===== src/rtl/adc_meas_accum_pkg.sv =====
// Shared constants, FSM encoding and read-map helpers for the ADC measurement accumulator.
package adc_meas_accum_pkg;

  localparam int unsigned ADC_W_DEF = 12;
  localparam int unsigned CNT_W_DEF = 16;
  localparam int unsigned ACC_W_DEF = 32;
  localparam int unsigned RD_ADDR_W = 3;
  localparam int unsigned RD_DATA_W = 8;
  localparam int unsigned RD_LANE_W = 2;

  typedef enum logic [1:0] {
    ST_IDLE = 2'd0,
    ST_ARM  = 2'd1,
    ST_ACQ  = 2'd2,
    ST_DONE = 2'd3
  } state_e;

  // Read map: addresses 0-3 are res_a bytes LSB..MSB, 4-7 the same for res_b.
  function automatic logic rd_is_b(input logic [RD_ADDR_W-1:0] addr);
    return addr[RD_ADDR_W-1];
  endfunction

  function automatic logic [RD_LANE_W-1:0] rd_lane(input logic [RD_ADDR_W-1:0] addr);
    return addr[RD_LANE_W-1:0];
  endfunction

endpackage


===== src/rtl/adc_meas_accum_if.sv =====
// Sample, control, result and byte-readout signals of the ADC measurement accumulator.
interface adc_meas_accum_if
  import adc_meas_accum_pkg::*;
#(
  parameter int unsigned ADC_W = ADC_W_DEF,
  parameter int unsigned CNT_W = CNT_W_DEF,
  parameter int unsigned ACC_W = ACC_W_DEF
) ();

  logic                 adc_valid;
  logic [ADC_W-1:0]     adc_a;
  logic [ADC_W-1:0]     adc_b;
  logic                 start;
  logic                 abort;
  logic [CNT_W-1:0]     num_samples;
  logic                 busy;
  logic                 meas_done;
  logic                 clip;
  logic [ACC_W-1:0]     res_a;
  logic [ACC_W-1:0]     res_b;
  logic [RD_ADDR_W-1:0] rd_addr;
  logic [RD_DATA_W-1:0] rd_data;

  modport master (
    output adc_valid, adc_a, adc_b, start, abort, num_samples, rd_addr,
    input  busy, meas_done, clip, res_a, res_b, rd_data
  );

  modport slave (
    input  adc_valid, adc_a, adc_b, start, abort, num_samples, rd_addr,
    output busy, meas_done, clip, res_a, res_b, rd_data
  );

endinterface


===== src/rtl/adc_meas_accum_ch.sv =====
// One accumulation channel: offset-binary to signed, sign-extend, accumulate, sticky clip detect.
module adc_meas_accum_ch
  import adc_meas_accum_pkg::*;
#(
  parameter int unsigned ADC_W = ADC_W_DEF,
  parameter int unsigned ACC_W = ACC_W_DEF
) (
  input  logic             sys_clk,
  input  logic             rst,
  input  logic             clear_c,
  input  logic             add_c,
  input  logic [ADC_W-1:0] sample,
  output logic [ACC_W-1:0] acc,
  output logic             clip
);

  logic [ADC_W-1:0] smp_s;
  logic [ACC_W-1:0] smp_ext;
  logic             hit;
  logic [ACC_W-1:0] acc_d, acc_q;
  logic             clip_d, clip_q;

  // Clear has priority: a new measurement never inherits a stale sample.
  always_comb begin
    smp_s   = {~sample[ADC_W-1], sample[ADC_W-2:0]};
    smp_ext = {{(ACC_W-ADC_W){smp_s[ADC_W-1]}}, smp_s};
    hit     = (sample == '0) || (sample == '1);
    acc_d   = acc_q;
    clip_d  = clip_q;
    if (clear_c) begin
      acc_d  = '0;
      clip_d = 1'b0;
    end else if (add_c) begin
      acc_d  = acc_q + smp_ext;
      clip_d = clip_q | hit;
    end
  end

  always_ff @(posedge sys_clk) begin
    if (rst) begin
      acc_q  <= '0;
      clip_q <= 1'b0;
    end else begin
      acc_q  <= acc_d;
      clip_q <= clip_d;
    end
  end

  assign acc  = acc_q;
  assign clip = clip_q;

endmodule


===== src/rtl/adc_meas_accum.sv =====
// Dual-channel ADC measurement: counted capture of A/B sample pairs into signed sums,
// result latch on completion and a registered byte mux for the SPI readout side.
module adc_meas_accum
  import adc_meas_accum_pkg::*;
#(
  parameter int unsigned ADC_W = ADC_W_DEF,
  parameter int unsigned CNT_W = CNT_W_DEF,
  parameter int unsigned ACC_W = ACC_W_DEF
) (
  input logic             sys_clk,
  input logic             rst,
  adc_meas_accum_if.slave bus
);

  if (ACC_W < ADC_W + CNT_W) begin : g_width_chk
    $fatal(1, "adc_meas_accum: ACC_W must be at least ADC_W + CNT_W");
  end

  state_e               state_d, state_q;
  logic [CNT_W-1:0]     cnt_d, cnt_q;
  logic                 adc_valid_q;
  logic [ADC_W-1:0]     adc_a_q, adc_b_q;
  logic                 busy_d, busy_q;
  logic                 meas_done_d, meas_done_q;
  logic                 clip_d, clip_q;
  logic [ACC_W-1:0]     res_a_d, res_a_q;
  logic [ACC_W-1:0]     res_b_d, res_b_q;
  logic [RD_DATA_W-1:0] rd_data_d, rd_data_q;
  logic [ACC_W-1:0]     rd_word;

  logic                 clear_c, add_c;
  logic [ACC_W-1:0]     acc_a, acc_b;
  logic                 clip_a, clip_b;

  adc_meas_accum_ch #(.ADC_W(ADC_W), .ACC_W(ACC_W)) u_ch_a (
    .sys_clk (sys_clk),
    .rst     (rst),
    .clear_c (clear_c),
    .add_c   (add_c),
    .sample  (adc_a_q),
    .acc     (acc_a),
    .clip    (clip_a)
  );

  adc_meas_accum_ch #(.ADC_W(ADC_W), .ACC_W(ACC_W)) u_ch_b (
    .sys_clk (sys_clk),
    .rst     (rst),
    .clear_c (clear_c),
    .add_c   (add_c),
    .sample  (adc_b_q),
    .acc     (acc_b),
    .clip    (clip_b)
  );

  // Completion is taken one cycle after the final add (cnt reaches zero), so the
  // latched sums always include the last sample; ARM with N=0 uses the same exit.
  always_comb begin
    state_d     = state_q;
    cnt_d       = cnt_q;
    clear_c     = 1'b0;
    add_c       = 1'b0;
    meas_done_d = 1'b0;
    clip_d      = clip_q;
    res_a_d     = res_a_q;
    res_b_d     = res_b_q;

    unique case (state_q)
      ST_IDLE, ST_DONE: begin
        if (bus.abort) begin
          state_d = ST_IDLE;
        end else if (bus.start) begin
          state_d = ST_ARM;
          cnt_d   = bus.num_samples;
          clear_c = 1'b1;
        end
      end
      ST_ARM, ST_ACQ: begin
        if (bus.abort) begin
          state_d = ST_IDLE;
        end else if (cnt_q == '0) begin
          state_d     = ST_DONE;
          meas_done_d = 1'b1;
          res_a_d     = acc_a;
          res_b_d     = acc_b;
          clip_d      = clip_a | clip_b;
        end else if (state_q == ST_ARM) begin
          state_d = ST_ACQ;
        end else if (adc_valid_q) begin
          add_c = 1'b1;
          cnt_d = cnt_q - CNT_W'(1);
        end
      end
      default: state_d = ST_IDLE;
    endcase

    busy_d = (state_d == ST_ARM) || (state_d == ST_ACQ);
  end

  // Byte readout is independent of the FSM; results only move on completion.
  always_comb begin
    rd_word   = rd_is_b(bus.rd_addr) ? res_b_q : res_a_q;
    rd_data_d = RD_DATA_W'(rd_word >> {rd_lane(bus.rd_addr), 3'b000});
  end

  always_ff @(posedge sys_clk) begin
    if (rst) begin
      state_q     <= ST_IDLE;
      cnt_q       <= '0;
      adc_valid_q <= 1'b0;
      adc_a_q     <= '0;
      adc_b_q     <= '0;
      busy_q      <= 1'b0;
      meas_done_q <= 1'b0;
      clip_q      <= 1'b0;
      res_a_q     <= '0;
      res_b_q     <= '0;
      rd_data_q   <= '0;
    end else begin
      state_q     <= state_d;
      cnt_q       <= cnt_d;
      adc_valid_q <= bus.adc_valid;
      adc_a_q     <= bus.adc_a;
      adc_b_q     <= bus.adc_b;
      busy_q      <= busy_d;
      meas_done_q <= meas_done_d;
      clip_q      <= clip_d;
      res_a_q     <= res_a_d;
      res_b_q     <= res_b_d;
      rd_data_q   <= rd_data_d;
    end
  end

  assign bus.busy      = busy_q;
  assign bus.meas_done = meas_done_q;
  assign bus.clip      = clip_q;
  assign bus.res_a     = res_a_q;
  assign bus.res_b     = res_b_q;
  assign bus.rd_data   = rd_data_q;

endmodule


===== src/flat_wrapper.sv =====
// flat-port wrapper written by rule: the top's interface ports become plain ports
module adc_meas_accum_flat import adc_meas_accum_pkg::*;
#(
  parameter int unsigned ADC_W = ADC_W_DEF,
  parameter int unsigned CNT_W = CNT_W_DEF,
  parameter int unsigned ACC_W = ACC_W_DEF
)
  (sys_clk, rst, bus_adc_valid, bus_adc_a, bus_adc_b, bus_start, bus_abort, bus_num_samples, bus_rd_addr, bus_busy, bus_meas_done, bus_clip, bus_res_a, bus_res_b, bus_rd_data);
  adc_meas_accum_if #(.ADC_W(ADC_W), .CNT_W(CNT_W), .ACC_W(ACC_W)) bus_i ();
  input logic sys_clk;
  input logic rst;
  input wire logic [$bits(bus_i.adc_valid)-1:0] bus_adc_valid;
  input wire logic [$bits(bus_i.adc_a)-1:0] bus_adc_a;
  input wire logic [$bits(bus_i.adc_b)-1:0] bus_adc_b;
  input wire logic [$bits(bus_i.start)-1:0] bus_start;
  input wire logic [$bits(bus_i.abort)-1:0] bus_abort;
  input wire logic [$bits(bus_i.num_samples)-1:0] bus_num_samples;
  input wire logic [$bits(bus_i.rd_addr)-1:0] bus_rd_addr;
  output wire logic [$bits(bus_i.busy)-1:0] bus_busy;
  output wire logic [$bits(bus_i.meas_done)-1:0] bus_meas_done;
  output wire logic [$bits(bus_i.clip)-1:0] bus_clip;
  output wire logic [$bits(bus_i.res_a)-1:0] bus_res_a;
  output wire logic [$bits(bus_i.res_b)-1:0] bus_res_b;
  output wire logic [$bits(bus_i.rd_data)-1:0] bus_rd_data;
  assign bus_i.adc_valid = bus_adc_valid;
  assign bus_i.adc_a = bus_adc_a;
  assign bus_i.adc_b = bus_adc_b;
  assign bus_i.start = bus_start;
  assign bus_i.abort = bus_abort;
  assign bus_i.num_samples = bus_num_samples;
  assign bus_i.rd_addr = bus_rd_addr;
  assign bus_busy = bus_i.busy;
  assign bus_meas_done = bus_i.meas_done;
  assign bus_clip = bus_i.clip;
  assign bus_res_a = bus_i.res_a;
  assign bus_res_b = bus_i.res_b;
  assign bus_rd_data = bus_i.rd_data;
  adc_meas_accum #(.ADC_W(ADC_W), .CNT_W(CNT_W), .ACC_W(ACC_W)) u_core (.sys_clk(sys_clk), .rst(rst), .bus(bus_i));
endmodule

===== config.mk =====
export PLATFORM = sky130hd
export DESIGN_NAME = adc_meas_accum_flat
export DESIGN_NICKNAME = d
export VERILOG_FILES = /design/src/rtl/adc_meas_accum_pkg.sv /design/src/rtl/adc_meas_accum_if.sv /design/src/rtl/adc_meas_accum_ch.sv /design/src/rtl/adc_meas_accum.sv /design/src/flat_wrapper.sv
export SDC_FILE = /design/constraint.sdc
export NUM_CORES = 1
export LEC_CHECK = 0
export CAP_MARGIN = 20
export CORE_MARGIN = 2
export CORE_UTILIZATION = 58
export DETAILED_ROUTE_END_ITERATION = 6
export GPL_TIMING_DRIVEN = 1
export PLACE_DENSITY = 0.79
export REMOVE_ABC_BUFFERS = 1
export SLEW_MARGIN = 40
export SYNTH_ARGS = -nofsm -noshare
export SYNTH_HDL_FRONTEND = slang
export SYNTH_HIERARCHICAL = 1
export SYNTH_SLANG_ARGS = --single-unit

===== constraint.sdc =====
create_clock -name sys_clk -period 9.4 [get_ports sys_clk]
set_input_delay 1.88 -clock sys_clk [delete_from_list [all_inputs] [get_ports sys_clk]]
set_output_delay 1.88 -clock sys_clk [all_outputs]
set_load 0.03 [all_outputs]

==> reports/results.ini, run 1 <==
[yosys]
synth_edf_count=0
ys_types=93
synth_area_leader_cell=dfxtp_1
synthTopCellsByCount=dfxtp_1, nand2_1, a21oi_1
async_reset_ff_share_pct=0
synth_most_common_cell=dfxtp_1
syn_area_per_cell_sq_um=8.52
yosysTopAreaCellShare_pct=34.3
ys_ff_latch=184
seq_area_frac_synth_pct=34.3
syn_inst=1260
syn_area_sq_um=10700
synth_area_leaders=dfxtp_1, ha_1, a21oi_1
synthFlopType=dfxtp_1
yosys_warnings=6

[final_layout]
fillCellCount=1459
nNetsFinal=1452
regArea_sq_um=3680
drive_above_1_share_pct=7.94
final_cells=1576
syn2layout_area_growth_pct=16.6
multi_input_comb_area_sq_um=6600
antenna-diode-count=0
design_area_sq_um=12500

[floorplanning]
dieHeight_microns=140
num_rows=49
floorplan.initialDensity_pct=59.4
die_w_microns=140
core_area_sq_um=18100
num_io_pins=123
die-area_sq_um=19600

[placed_design]
dpl_worst_slack_ns=4.64
dp_cells=1544
place_area_sq_um=11900
io_buffers=122
gp_congestion=0.931
dpl.hpwl_microns=20400

[timing]
relSlewSlack_pct=40.3
period_share_pct=46.9
setup_viol=0
worst_pin_slew_ns=0.887
period_needed_ns=4.41
clock_skew_ns=0.0106
final-max-slew-violation-count=0
rsz0062_at_grt=false
postLayoutSetupSlackWorst_ns=4.99
timing_hold_violations_final=0
fmax_mhz=227

[job]
maxCapViolCount=0

[critical_path]
startpoint_type=primary input
path_class=in2reg
rrSetupSlack_ns=5.64
cp.required_ns=9.76
r2r_start=u_core/state_q[0]
startpoint=bus_abort
cp-endpoint=u_core/u_ch_b/acc[29]
worstSetupEndpointType=register
arrival_ns=4.77
reg2reg_to=u_core/u_ch_b/acc[29]
path_max_fanout=72
reg2reg_depth=10

[power_and_ir_drop]
clkPwrFrac_pct=40.8
peakVddDrop_mv=0.131
pwr-share-comb_pct=14.8
netSwitchingPower_w=0.000494
internal_power_w=0.00134
pwr_density_cell_nw_per_um2=146
leakage_nw=4.90
p_sw_share_pct=27.0
pwr-share-seq_pct=44.4

[drt]
vias=9714
vias_per_cell=6.16
drc=11
routed_wl_microns=28500
drt-wirelength-per-cell_microns=18.1
firstDrtPassIters=7
drt.antenna.violating_nets=0
drt-initial-drc-count=825

[hold_path]
min_delay_path_depth=2
min_path_type=reg2reg
hp-start=u_core/bus.res_b[29]

[outcome]
status=complete, but fails checks
violations=design-rule violations

[clocking]
clockRootBuffer=clkbuf_16
cts.path.max_buffers=2
hold_buffers=0
cts_setup_buffers=0
cts.sinks=184
h-tree-depth=4
ctsResizeCount=0
tritoncts=done
clk_pin_slew_ns=0.07
clk_latency_ns=0.42
cts_buffers=17

[global_routing]
grt.total_usage_pct=28.8
grt_overflow=0
grt_pass1_vias=9013
grt_max_degree=73
antenna_found_initial=0
grt_pass1_wl_microns=46100

-- critical path, stage by stage --
cell and delay, ns:
clkdlybuf4s50_1 0.59, nor2_1 0.17, nand2_1 0.07, nor3_2 0.15, buf_6 0.59, clkinv_1 0.64
nor3_1 0.41, nand3_1 0.12, nand3_1 0.11
-- power by group through the flow --
stage / clock network [W] / logic (W) / registers (W)
floorplan: 0 / 0.000179 / 0.000826
global placement: 0 / 0.000258 / 0.000829
CTS: 0.000754 / 0.000265 / 0.000812
finish: 0.000747 / 0.000270 / 0.000813
global route: 0.000788 / 0.000295 / 0.000814
detailed placement: 0 / 0.000263 / 0.000830
-- how the worst min path moves through the flow --
stage,to
after global routing,u_core/bus.res_b[29]
after CTS,u_core/bus.res_b[29]
final,u_core/bus.res_b[29]
after global placement,u_core/bus.res_b[29]
after floorplan,u_core/u_ch_a/clip
after detailed placement,u_core/bus.res_b[29]
-- state kept, by name, indices dropped and copies added, names as in the netlist --
register and cells:
u_core/adc_a_q 12, u_core/adc_b_q 12, u_core/adc_valid_q 1, u_core/bus.busy 1, u_core/bus.clip 1, u_core/bus.meas_done 1
u_core/bus.rd_data 8, u_core/bus.res_a 32, u_core/bus.res_b 32, u_core/cnt_q 16, u_core/state_q 2, u_core/u_ch_a/acc 32
u_core/u_ch_a/clip 1, u_core/u_ch_b/acc 32, u_core/u_ch_b/clip 1
-- cell usage in the layout (no fill, tap or decap), types with 7 or more instances in the layout --
| cell | Yosys | routed |
|---|---|---|
| a31oi_1 | 9 | 9 |
| xnor2_1 | 28 | 28 |
| nor2b_1 | 33 | 33 |
| ha_1 | 68 | 68 |
| clkbuf_16 | 0 | 17 |
| nand4_1 | 18 | 18 |
| nand3b_1 | 7 | 7 |
| o31ai_1 | 8 | 8 |
| o21bai_1 | 9 | 9 |
| mux2i_1 | 46 | 46 |
| xor2_1 | 22 | 22 |
| nand2_1 | 177 | 177 |
| a211oi_1 | 12 | 12 |
| and3_1 | 10 | 10 |
| clkdlybuf4s50_1 | 0 | 120 |
| a21oi_1 | 145 | 145 |
| mux4_2 | 16 | 16 |
| nand2_2 | 10 | 10 |
| dfxtp_1 | 184 | 184 |
| or3_1 | 10 | 9 |
| nor4_1 | 11 | 11 |
| nor3_1 | 17 | 16 |
| nand2b_1 | 7 | 7 |
| nand3_1 | 33 | 33 |
| inv_1 | 15 | 15 |
| a21o_1 | 35 | 35 |
| nor2_1 | 100 | 99 |
| o21ai_0 | 54 | 54 |
-- cell type report --
cell class              count  share of cell area (%)
multi-input cells         987                    52.8
repair buffers            128                    10.1
well taps                 229                    2.29
clock buffers              19                    3.62
inverters                  16                   0.480
clock inverters            13                    1.34
flip-flops and latches    184                    29.4
-- per-stage QoR --
| step | hold WS, ns | utilization (%) | total power [W] | TNS [ns] |
|---|---|---|---|---|
| after floorplan | 0.438 | - | 0.00100 | -5.02 |
| after global placement | 0.450 | 65.7 | 0.00109 | 0 |
| after detailed placement | 0.459 | 65.7 | 0.00109 | 0 |
| after CTS | 0.466 | 69.2 | 0.00183 | 0 |
| after global routing | 0.496 | 69.2 | 0.00190 | 0 |
| final | 0.466 | 69.2 | 0.00183 | 0 |
-- cell families (layout without fill, tap and decap cells) --
kind of cell               count (synthesis)  after routing  synth area share [%]
and+or+nand+nor                          465            465                  21.1
AOI/OAI and AO/OA                        338            338                  19.9
DFF                                      184            184                  34.3
buffers and inverters                     89            176                  4.44
adders and majority gates                 70             70                  8.30
muxes                                     64             64                  7.86
xor gates and xnor gates                  50             50                  4.08
-- per-layer routing --
metal	share of wire [%]	up-vias	track usage (%)
li1	-	4678	-
met3	6.3	38	4.82
met1	45	4603	39.1
met4	1.5	0	6.22
met5	0	-	0
met2	48	395	48.8
Note: power is estimated with default switching activity, not from simulation.
==> run 2: changes to the inputs <==
--- a/config.mk
+++ b/config.mk
@@ -7,10 +7,10 @@
 export LEC_CHECK = 0
 export CAP_MARGIN = 20
 export CORE_MARGIN = 2
-export CORE_UTILIZATION = 58
+export CORE_UTILIZATION = 57
 export DETAILED_ROUTE_END_ITERATION = 6
 export GPL_TIMING_DRIVEN = 1
-export PLACE_DENSITY = 0.79
+export PLACE_DENSITY = 0.78
 export REMOVE_ABC_BUFFERS = 1
 export SLEW_MARGIN = 40
 export SYNTH_ARGS = -nofsm -noshare
==> constraint.sdc (replaced) <==
create_clock -name sys_clk -period 4.6 [get_ports sys_clk]
set_input_delay 0.92 -clock sys_clk [delete_from_list [all_inputs] [get_ports sys_clk]]
set_output_delay 0.92 -clock sys_clk [all_outputs]
set_load 0.03 [all_outputs]
==> run 2 against run 1 <==
- the flow now finishes without violations
- core utilization fell by 1.9 points
- via count decreased by 1.2%
- critical path depth increased by 1
- sequential power increased by 100%
- final cell count up 0.44%
- clock-buffer cell count shrank 2
- sequential share of layout area barely moved
- clock skew fell by 0.00052 ns
- worst hold slack better by 0.0029 ns
- first-iteration DRC count is 4.1% lower
- die area rose by 1.7%
- critical path type is now reg2reg
==> reports/results.ini, run 2 (synthesized netlist as in run 1, its figures left out) <==
[outcome]
status=finished, final reports clean

[power_and_ir_drop]
leakage_nw=4.90  ; +0.13%
peakVddDrop_mv=0.309  ; +140%
clkPwrFrac_pct=40.1  ; -0.7 points
p_sw_share_pct=28.0  ; +1.0 points
internal_power_w=0.00266  ; +99%
netSwitchingPower_w=0.00103  ; +110%
pwr_density_cell_nw_per_um2=295  ; +100%
pwr-share-comb_pct=15.0  ; +0.2 points
pwr-share-seq_pct=45.0  ; +0.6 points

[global_routing]
grt_max_degree=73  ; unchanged
use_met1_pct=38.4  ; -0.64 points
grt_pass1_vias=9040  ; +0.30%
grt.total_usage_pct=28.7  ; -0.16 points
grt_pass1_wl_microns=45700  ; -0.69%
busiest_layer=met2
grt_overflow=0  ; unchanged
met2_usage_pct=44.9  ; -4.0 points
antenna_found_initial=1  ; +1
use_met3_pct=6.49  ; +1.7 points

[job]
maxCapViolCount=0  ; unchanged

[final_layout]
nNetsFinal=1455  ; +0.21%
drive_above_1_share_pct=8.01  ; +0.062 points
antenna-diode-count=0  ; unchanged
fillCellCount=1510  ; +3.5%
final_common_cell=dfxtp_1
multi_input_comb_area_sq_um=6590  ; -0.15%
regArea_sq_um=3680  ; unchanged
design_area_sq_um=12500  ; about the same
final_cell_mix=dfxtp_1, nand2_1, a21oi_1
syn2layout_area_growth_pct=16.5  ; about the same

[critical_path]
critical_path.slowest_cell=o31ai_1
crit_chain=inv_1 > ha_1 > a21oi_1 > nand2_1 > o31ai_1 > o211a_1 > o21ai_0 > a21oi_1 > o311a_1 > mux2i_1
reg2reg_depth=10  ; unchanged
max_stage_delay_ns=0.66  ; +0.02 ns
cp.required_ns=4.97  ; -4.79 ns
arrival_ns=3.86  ; -0.91 ns
crit_top_cell=a21oi_1
path_class=reg2reg
rrSetupSlack_ns=1.10  ; -4.54 ns
startpoint=u_core/adc_b_q[11]
worstSetupEndpointType=register
cp-endpoint=u_core/u_ch_b/acc[31]
r2r_start=u_core/adc_b_q[11]
path_max_fanout=20  ; -72%
reg2reg_to=u_core/u_ch_b/acc[31]
startpoint_type=register

[timing]
fin_hold_ws_ns=0.469  ; +0.00294 ns
fmax_mhz=286
worst_pin_slew_ns=0.827  ; -0.0606 ns
timing_hold_violations_final=0  ; unchanged
setup_viol=0  ; unchanged
clock_skew_ns=0.0101  ; -0.000516 ns
relSlewSlack_pct=44.8  ; +4.5 points
rsz0062_at_grt=false
period_needed_ns=3.50
final-max-slew-violation-count=0  ; unchanged
period_share_pct=76.0

[floorplanning]
num_io_pins=123  ; unchanged
floorplan.initialDensity_pct=57.8  ; -1.6 points
die_w_microns=141  ; +0.85%
core_area_sq_um=18600  ; +2.7%
dieHeight_microns=141  ; +0.85%
num_rows=50  ; +2.0%
die-area_sq_um=19900  ; +1.7%

[clocking]
hold_buffers=0  ; unchanged
ctsResizeCount=0  ; unchanged
clockRootBuffer=clkbuf_16
tritoncts=done
clk_latency_ns=0.44  ; +0.02 ns
h-tree-depth=4  ; unchanged
cts.path.max_buffers=2  ; unchanged
cts_setup_buffers=0  ; unchanged
cts.sinks=184  ; unchanged
cts_buffers=17  ; unchanged
clk_pin_slew_ns=0.07  ; about the same

[placed_design]
io_buffers=122  ; unchanged
gp_congestion=0.955  ; +2.6%
dpl.hpwl_microns=20500  ; +0.83%
place_area_sq_um=11900  ; +0.25%

[hold_path]
min_path_type=reg2reg

[drt]
drt-initial-drc-count=791  ; -4.1%
drt.antenna.violating_nets=0  ; unchanged
vias=9599  ; -1.2%
vias_per_cell=6.06  ; -1.6%
routed_wl_microns=28600  ; +0.41%
drt-wirelength-per-cell_microns=18.1  ; about the same
drc=0  ; -11
firstDrtPassIters=6  ; -1

run 2: changes by cell type in the layout (fill, tap and decap cells not counted), moves of 2 or more:
cell / delta
inv_8: +2
clkbuf_8: -2
buf_4: +3
clkinvlp_4: -2
clkinv_4: -2
inv_6: +4
run 2: power groups by stage:
stage / Clock (W) / Combinational, W / Sequential, W
CTS: 0.00150 / 0.000541 / 0.00166
global route: 0.00157 / 0.000606 / 0.00166
finish: 0.00148 / 0.000552 / 0.00166
floorplan: 0 / 0.000365 / 0.00169
global placement: 0 / 0.000534 / 0.00169
detailed placement: 0 / 0.000538 / 0.00169
run 2: worst min path at each step:
stage                               from                   end  slack (ns)  cells past startpoint
global route        u_core/bus.res_a[20]  u_core/bus.res_a[20]        0.49                      2
floorplan             u_core/u_ch_a/clip    u_core/u_ch_a/clip        0.44                      2
detailed placement  u_core/bus.res_a[20]  u_core/bus.res_a[20]        0.46                      2
CTS                 u_core/bus.res_a[20]  u_core/bus.res_a[20]        0.47                      2
global placement    u_core/bus.res_b[29]  u_core/bus.res_b[29]        0.45                      2
finish              u_core/bus.res_a[20]  u_core/bus.res_a[20]        0.47                      2
run 2: through the flow:
step / power (W) / cells / util (%) / setup WS, ns / TNS (ns)
2_1_floorplan: 0.00205 / 1187 / - / -5.01 / -204.73
3_3_place_gp: 0.00223 / 1552 / 64.2 / 1.32 / 0
3_5_place_dp: 0.00223 / 1552 / 64.1 / 1.18 / 0
4_1_cts: 0.00370 / 1583 / 67.3 / 1.17 / 0
5_1_grt: 0.00384 / 1583 / 67.3 / 0.778 / 0
6_report: 0.00369 / 1583 / 67.3 / 1.10 / 0
run 2: area by class of cell:
class                           count  share of cell area [%]
Clock inverter                     14                    1.30
Timing Repair Buffer              131                    10.3
Tap cell                          234                    2.34
Multi-Input combinational cell    987                    52.7
Inverter                           16                   0.480
Clock buffer                       17                    3.40
Sequential cell                   184                    29.4
run 2: critical path: cells and delay by family (launching register included):
kind / cells / cell delay (ns)
flops: 1 / 0.37
mux: 1 / 0.17
compound gates: 6 / 1.76
fa+ha+maj: 1 / 0.41
simple gates: 1 / 0.08
buf+inv: 1 / 0.63
run 2: layer usage:
layer	up-vias	wire [microns]
met4	0	910
met3	62	2050
met2	361	12900
li1	4683	-
met1	4493	12700
met5	-	0
==> run 3: changes to the inputs <==
==> constraint.sdc (replaced) <==
create_clock -name sys_clk -period 3.3 [get_ports sys_clk]
set_input_delay 0.66 -clock sys_clk [delete_from_list [all_inputs] [get_ports sys_clk]]
set_output_delay 0.66 -clock sys_clk [all_outputs]
set_load 0.03 [all_outputs]
==> run 3 against run 2 <==
- non-clock buffer count grew 18
- worst setup slack got worse by 0.94 ns
- clock-buffer cell count stayed put
- via count is 2.5% higher
- register-to-register slack got worse by 0.94 ns
- critical path depth up 2
- global-route usage rose by 0.42 points
- combinational power rose by 43%
==> reports/results.ini, run 3 (synthesized netlist as in run 1, its figures left out) <==
[critical_path]
reg2reg_depth=12  ; +2
cp.required_ns=3.60  ; -1.37 ns
r2r_start=u_core/adc_a_q[11]
worstSetupEndpointType=register
critical_path.slowest_cell=dfxtp_1
crit_top_cell=o21bai_1
reg2reg_to=u_core/u_ch_a/acc[31]
arrival_ns=3.44  ; -0.42 ns
path_buf_inv=2  ; +1
startpoint_type=register
path_delay_family=compound AO/OA/AOI/OAI gates
path_max_fanout=8  ; -60%
max_stage_delay_ns=0.48  ; -0.18 ns
path_class=reg2reg
crit_chain=clkinvlp_4 > buf_4 > ha_1 > a21oi_1 > o21bai_1 > a211oi_1 > o21bai_1 > a22o_1 > o21ai_1 > mux2i_1 > xnor2_1 > nor2_1
rrSetupSlack_ns=0.16  ; -0.94 ns

[drt]
route.top_layer_used=met4
drt.antenna.violating_nets=0  ; unchanged
vias_per_cell=6.14  ; +1.3%
firstDrtPassIters=6  ; unchanged
routed_wl_microns=29100  ; +1.8%
drt-met1-wl_microns=12600  ; -1.4%
drt-initial-drc-count=889  ; +12%
dr_wl_met3_microns=2060  ; +0.29%
wl_met2_microns=13900  ; +7.8%
drt-wirelength-per-cell_microns=18.2  ; +0.55%
vias=9841  ; +2.5%
drc=0  ; unchanged

[global_routing]
grt_pass1_vias=9158  ; +1.3%
grt_overflow=0  ; unchanged
grt_max_degree=67  ; -8.2%
antenna_found_initial=0  ; -1
grt.total_usage_pct=29.1  ; +0.42 points
grt_pass1_wl_microns=46600  ; +1.9%

[placed_design]
gp_congestion=0.938  ; -1.8%
place_area_sq_um=12000  ; +1.0%
dpl_worst_slack_ns=0.178  ; -1.00 ns
io_buffers=122  ; unchanged
dp_cells=1564  ; +0.77%
dpl.hpwl_microns=21200  ; +3.1%

[timing]
rsz0062_at_grt=false
worst_pin_slew_ns=0.684  ; -0.142 ns
clock_skew_ns=0.0138  ; +0.00368 ns
fmax_mhz=318  ; +11%
period_needed_ns=3.14  ; -0.356 ns
relSlewSlack_pct=54.3  ; +9.5 points
final-max-slew-violation-count=0  ; unchanged
postLayoutSetupSlackWorst_ns=0.160  ; -0.944 ns
period_share_pct=95.1  ; +19 points
fin_hold_ws_ns=0.468  ; -0.00140 ns
setup_viol=0  ; unchanged
timing_hold_violations_final=0  ; unchanged
setup_tns_ns=0  ; unchanged

[power_and_ir_drop]
peakVddDrop_mv=0.310  ; +0.26%
leakage_nw=4.99  ; +1.7%
pwr_density_cell_nw_per_um2=406  ; +38%

[floorplanning]
die_w_microns=141  ; unchanged
num_io_pins=123  ; unchanged
floorplan.initialDensity_pct=57.8  ; unchanged
num_rows=50  ; unchanged
die-area_sq_um=19900  ; unchanged
dieHeight_microns=141  ; unchanged
core_area_sq_um=18600  ; unchanged

[final_layout]
final_cells=1602  ; +1.2%
regArea_sq_um=3680  ; about the same
antenna-diode-count=0  ; unchanged
syn2layout_area_growth_pct=18.3
nNetsFinal=1473  ; +1.2%
drive_above_1_share_pct=9.43  ; +1.4 points
final_common_cell=dfxtp_1
final_cell_mix=dfxtp_1, nand2_1, a21oi_1
design_area_sq_um=12700  ; +1.5%
fillCellCount=1473  ; -2.5%
multi_input_comb_area_sq_um=6600  ; about the same

[outcome]
status=finished, final reports clean

[clocking]
h-tree-depth=4  ; unchanged
cts.path.max_buffers=2  ; unchanged
clk_pin_slew_ns=0.07  ; about the same
hold_buffers=0  ; unchanged
tritoncts=done
clockRootBuffer=clkbuf_16
cts.sinks=184  ; unchanged
cts_buffers=17  ; unchanged
clk_latency_ns=0.43  ; about the same

[hold_path]
holdPathEnd=u_core/bus.res_b[30]
min_delay_path_depth=2  ; unchanged
min_path_type=reg2reg
hp-start=u_core/bus.res_b[30]

[job]
maxCapViolCount=0  ; unchanged

run 3: cell types whose count changed in the layout (fill, tap and decap cells not counted), moves of 2 or more:
cell | previous run | this run
inv_1 | 15 | 13
clkinv_4 | 0 | 4
clkinvlp_4 | 3 | 5
inv_6 | 6 | 2
buf_4 | 9 | 25
buf_12 | 1 | 3
run 3: area by class of cell:
type	instances	share of cell area, %
timing repair buffer	149	11.5
inverter	16	0.532
tap	234	2.31
multi-input combinational	987	52.0
clock inverter	15	1.32
sequential	184	29.0
clock buffer	17	3.35
run 3: timing repair:
item                                    CTS  global route
endpoints found under the setup margin    0            11
buffers inserted                          0             6
resized for setup                         0             5
run 3: where the power goes:
group          switching, W  leakage, nW  internal (W)
clock              0.000921        0.284       0.00113
sequential        0.0000493         1.49       0.00226
combinational      0.000468         3.21      0.000322
run 3: how the worst max path moves through the flow:
stage | from | end | slack, ns | depth (start not counted)
3_3_place_gp | u_core/adc_b_q[0] | u_core/u_ch_b/acc[22] | 0.23 | 11
6_report | u_core/adc_a_q[11] | u_core/u_ch_a/acc[31] | 0.16 | 12
5_1_grt | u_core/adc_b_q[0] | u_core/u_ch_b/acc[22] | 0.01 | 11
3_5_place_dp | u_core/adc_b_q[0] | u_core/u_ch_b/acc[22] | 0.18 | 11
2_1_floorplan | u_core/state_q[0] | u_core/u_ch_b/acc[17] | -6.31 | 8
4_1_cts | u_core/adc_b_q[0] | u_core/u_ch_b/acc[22] | 0.11 | 11
run 3: metrics by stage:
stage | power, W | util [%]
2_1_floorplan | 0.00286 | -
3_3_place_gp | 0.00312 | 64.8
3_5_place_dp | 0.00313 | 64.8
4_1_cts | 0.00516 | 68.0
5_1_grt | 0.00534 | 68.3
6_report | 0.00516 | 68.3
run 3: per-layer routing:
layer / GRT usage, % / vias up
met2: 48.2 / 405
met1: 38.9 / 4648
met4: 8.79 / 0
met5: 0 / -
li1: - / 4741
met3: 5.30 / 47
run 3: worst min-delay path, stage by stage (launching register included):
cell     delay [ns]
dfxtp_1        0.32
nand2_1        0.06
a21oi_1        0.05
